[config.mk]
export PLATFORM = sky130hd
export DESIGN_NAME = ram_fifo_ctrl
export DESIGN_NICKNAME = d
export VERILOG_FILES = /design/src/rtl/ram_fifo_pkg.sv /design/src/rtl/fifo_ptr.sv /design/src/rtl/ram_fifo_ctrl.sv
export SDC_FILE = /design/constraint.sdc
export NUM_CORES = 1
export LEC_CHECK = 0
export ABC_AREA = 1
export CAP_MARGIN = 40
export CORE_ASPECT_RATIO = 1.5
export CORE_UTILIZATION = 40
export CTS_CLUSTER_DIAMETER = 30
export CTS_CLUSTER_SIZE = 40
export DETAILED_ROUTE_END_ITERATION = 10
export PLACE_DENSITY = 0.74
export SKIP_LAST_GASP = 1
export SYNTH_ARGS = -nofsm -noshare
export SYNTH_HDL_FRONTEND = slang
export SYNTH_HIERARCHICAL = 1
export SYNTH_SLANG_ARGS = --single-unit
export TNS_END_PERCENT = 30
[constraint.sdc]
create_clock -name clk -period 4.35 [get_ports clk]
set_clock_uncertainty 0.15 [all_clocks]
set_input_delay 0.87 -clock clk [delete_from_list [all_inputs] [get_ports clk]]
set_output_delay 0.87 -clock clk [all_outputs]
set_load 0.01 [all_outputs]
[src/rtl/ram_fifo_pkg.sv]
// rtl/ram_fifo_pkg.sv - shared widths, depth and typedefs for the RAM-backed FIFO controller
package ram_fifo_pkg;

    localparam int DEF_ADDR_WIDTH = 8;
    localparam int DEF_DATA_WIDTH = 8;
    localparam int DEPTH          = 1 << DEF_ADDR_WIDTH;

    typedef logic [DEF_ADDR_WIDTH-1:0] addr_t;
    typedef logic [DEF_DATA_WIDTH-1:0] data_t;
    typedef logic [DEF_ADDR_WIDTH:0]   cnt_t;

endpackage

[src/rtl/fifo_ptr.sv]
// rtl/fifo_ptr.sv - wrapping address pointer with increment enable and sync reset
module fifo_ptr #(
    parameter int WIDTH = 8
) (
    input  logic             clk,
    input  logic             rst,
    input  logic             inc,
    output logic [WIDTH-1:0] ptr
);

    // Natural binary wrap from 2^WIDTH-1 back to 0 matches the power-of-two RAM depth.
    always_ff @(posedge clk) begin
        if (rst) begin
            ptr <= '0;
        end else if (inc) begin
            ptr <= ptr + WIDTH'(1);
        end
    end

endmodule

[src/rtl/ram_fifo_ctrl.sv]
// rtl/ram_fifo_ctrl.sv - FIFO controller sequencing an external dual-port RAM with 1-cycle read
// Optional sticky overflow/underflow outputs enabled by FIFO_ERR_FLAGS_EN.
module ram_fifo_ctrl
    import ram_fifo_pkg::*;
#(
    parameter int ADDR_WIDTH = DEF_ADDR_WIDTH,
    parameter int DATA_WIDTH = DEF_DATA_WIDTH
) (
    input  logic                  clk,
    input  logic                  rst,
    input  logic                  push,
    input  logic [DATA_WIDTH-1:0] push_data,
    output logic                  full,
    input  logic                  pop,
    output logic [DATA_WIDTH-1:0] pop_data,
    output logic                  pop_valid,
    output logic                  empty,
    output logic [ADDR_WIDTH:0]   count,
    output logic                  ram_we,
    output logic [ADDR_WIDTH-1:0] ram_waddr,
    output logic [DATA_WIDTH-1:0] ram_wdata,
    output logic [ADDR_WIDTH-1:0] ram_raddr,
    input  logic [DATA_WIDTH-1:0] ram_rdata
`ifdef FIFO_ERR_FLAGS_EN
    ,
    output logic                  overflow,
    output logic                  underflow
`endif
);

    localparam logic [ADDR_WIDTH:0] FULL_CNT = {1'b1, {ADDR_WIDTH{1'b0}}};

    logic                  push_acc;
    logic                  pop_acc;
    logic [ADDR_WIDTH:0]   cnt_q;
    logic [ADDR_WIDTH-1:0] wr_ptr;
    logic [ADDR_WIDTH-1:0] rd_ptr;

    assign full     = (cnt_q == FULL_CNT);
    assign empty    = (cnt_q == '0);
    assign push_acc = push & ~full;
    assign pop_acc  = pop & ~empty;
    assign count    = cnt_q;

    assign ram_we    = push_acc;
    assign ram_waddr = wr_ptr;
    assign ram_wdata = push_data;

    // The RAM registers mem[rd_ptr] on the pop edge, so data simply passes through a cycle later.
    assign ram_raddr = rd_ptr;
    assign pop_data  = ram_rdata;

    fifo_ptr #(.WIDTH(ADDR_WIDTH)) u_wr_ptr (
        .clk (clk),
        .rst (rst),
        .inc (push_acc),
        .ptr (wr_ptr)
    );

    fifo_ptr #(.WIDTH(ADDR_WIDTH)) u_rd_ptr (
        .clk (clk),
        .rst (rst),
        .inc (pop_acc),
        .ptr (rd_ptr)
    );

    always_ff @(posedge clk) begin
        if (rst) begin
            cnt_q     <= '0;
            pop_valid <= 1'b0;
        end else begin
            pop_valid <= pop_acc;
            case ({push_acc, pop_acc})
                2'b10:   cnt_q <= cnt_q + 1'b1;
                2'b01:   cnt_q <= cnt_q - 1'b1;
                default: cnt_q <= cnt_q;
            endcase
        end
    end

`ifdef FIFO_ERR_FLAGS_EN
    always_ff @(posedge clk) begin
        if (rst) begin
            overflow  <= 1'b0;
            underflow <= 1'b0;
        end else begin
            if (push && full) begin
                overflow <= 1'b1;
            end
            if (pop && empty) begin
                underflow <= 1'b1;
            end
        end
    end
`endif

endmodule

==> results.cfg <==
[run_status]
status = completed

[global_routing]
grt_overflow_total = 0
grt_pass1_wl_mm = 5.78
grt_max_degree = 15
grt_pass1_vias = 1470
antenna_found_initial = 0
use_met3 = 0.0278
busiest_layer = met2
use_met2 = 0.307
grt_use_met1 = 0.191
grt_usage = 0.173

[setup_path]
crit_required_ps = 3330
rr_worst_depth = 14
crit_top_cell = clkdlybuf4s50_1
r2r_end = count[8]$_SDFFE_PP0P_
slowest_stage = clkdlybuf4s50_1
critPathMaxStageDelay_ps = 580
cp_max_fo = 8
r2r-start = count[0]$_SDFFE_PP0P_
reg2reg_slack_ps = 1420
crit_chain = clkdlybuf4s50_1, nand2_1, inv_1, clkdlybuf4s50_1
crit_type = in -> out
crit_arrival_ps = 2250
critPathLaunchType = input pin
cp-end-kind = primary output

[floorplanning]
num_rows = 28
start_util = 0.423
die_area_sq_um = 4490
die-height_microns = 81.6
core_area_sq_um = 3990
die_w_microns = 55.0
io_pins = 65

[synth]
ys_types = 25
yosys-top-cells-area = dfxtp_1, nand2_1, inv_1
synth_top_area_share = 0.308
synth_commonest_cells = nand2_1, inv_1, dfxtp_1
yosysTopAreaCell = dfxtp_1
syn_area_per_cell_sq_um = 6.83
yosysWarnings = 6
syn_area_sq_um = 1690
synth_cells = 247
synth_seq_cells = 26
synth_edf_count = 0
async_flop_share = 0
syn-num-nets = 278
yosysMostFrequentCell = nand2_1
yosysSeqAreaShare = 0.308
synth-main-ff-cell = dfxtp_1

[drt]
wl_per_cell_microns = 11.0
drtIter0Drc = 46
dr.pass1.iters = 4
vias = 1515
via_per_inst = 4.90
routed_wirelength_mm = 3.41
drc_errors = 0
final_antenna_net_count = 0

[timing]
final_max_slew_viol_count = 0
holdWs_ps = 362
worst_slew_pin_slew_ps = 541
period_share = 0.751
tns_ps = 0
relSlewSlack = 0.638
min_period_ps = 3270
hold_viol = 0
finalSetupViolCount = 0
timing.fmax_ghz = 0.306
setup_ws_ps = 1080
rsz0062_at_grt = false

[clock_network]
cts_max_level = 1
insertion_delay_ps = 270
root_buffer = clkbuf_8
clk_pin_slew_ps = 90
cts_tree = yes
post_cts_resized = 0
cts_buffer_depth = 2
postCtsSetupRepairBufs = 0
ctsHoldBuffers = 0
cts_sinks = 26
cts_buffers = 3

[worst_hold_path]
hp-class = reg -> reg
holdCritStartpoint = u_wr_ptr/ptr[3]$_SDFFE_PP0P_
worstHoldPathCells = 1
whs_endpoint = u_wr_ptr/ptr[3]$_SDFFE_PP0P_

[power_and_ir_drop]
irDropWorstVdd_mv = 0.304
power_density_nw_per_um2 = 542
p_leak_nw = 0.937

[final_layout]
drive_gt1_frac = 0.0606
final_net_count = 297
num_antenna_cells = 0
areaGrowthSynthToFinish_pct = 16.2

[placed_design]
place_congestion = 0.876
pre_cts_ws_ps = 805
io_buffers = 32
dp.final_hpwl_mm = 2.61

[run]
cap_violations = 0
-- worst max-delay path: cells and delay by family --
family	cells	cell delay, ps
buffers and inverters	3	1260
and+or+nand+nor	1	110
-- cell families (layout without fill, tap and decap cells) --
kind of cell | count (synthesis) | after routing | synth area share
fa+ha+maj | 11 | 11 | 0.0860
xor+xnor | 2 | 2 | 0.0104
buf+inv | 61 | 78 | 0.183
flops | 26 | 26 | 0.308
compound gates | 28 | 28 | 0.0830
simple gates | 119 | 119 | 0.329
-- state kept, by name (all words and copies together) (netlist names) --
name	count
count	9
pop_valid	1
u_rd_ptr/ptr	8
u_wr_ptr/ptr	8
-- layout make-up --
class                           count  area (sq um)
Clock buffer                        3          41.3
Fill cell                         405          2030
Inverter                           43           164
Multi-Input combinational cell    160           858
Sequential cell                    26           520
Tap cell                           45          56.3
Timing Repair Buffer               32           320
-- cells in the final DEF, fill, tap and decap left out, drive strengths merged, types with 2 or more instances in the layout --
cell           synthesis  routed
inv                   43      43
nor2                  27      27
or2                    4       4
dfxtp                 26      26
clkbuf                 1       3
nand3b                 2       2
nand2                 58      58
o21ai                  7       7
ha                    10      10
nand4                  3       3
nand3                 21      21
clkdlybuf4s50          0      32
a21oi                 21      21
nor3                   4       4
-- where the power goes --
part | internal (mW) | switching (mW) | total, mW
logic | 0.258 | 0.324 | 0.582
registers | 0.288 | 0.0560 | 0.344
clock network | 0.0621 | 0.0744 | 0.136
-- per-layer routing --
metal | wire (microns) | up-vias
met2 | 1640 | 33
met5 | 0 | -
met4 | 71 | 0
met1 | 1540 | 681
li1 | - | 794
met3 | 156 | 7
-- metrics by stage --
stage                     total power [mW]  cells  area [sq um]  utilization
after floorplan                      0.748    247          1690            -
after global placement               0.915    306          1920        0.481
after detailed placement             0.929    306          1920        0.481
after CTS                             1.07    309          1960        0.491
after global routing                  1.16    309          1960        0.491
final                                 1.06    309          1960        0.491
-- worst max path at each step --
stage | start | to | cells after the start
floorplan | pop | count[7]$_SDFFE_PP0P_ | 11
CTS | push | ram_we | 4
global placement | pop | count[8]$_SDFFE_PP0P_ | 13
global route | pop | count[8]$_SDFFE_PP0P_ | 13
finish | push | ram_we | 4
detailed placement | pop | count[6]$_SDFFE_PP0P_ | 12
Power figures use the tool's default switching activity.
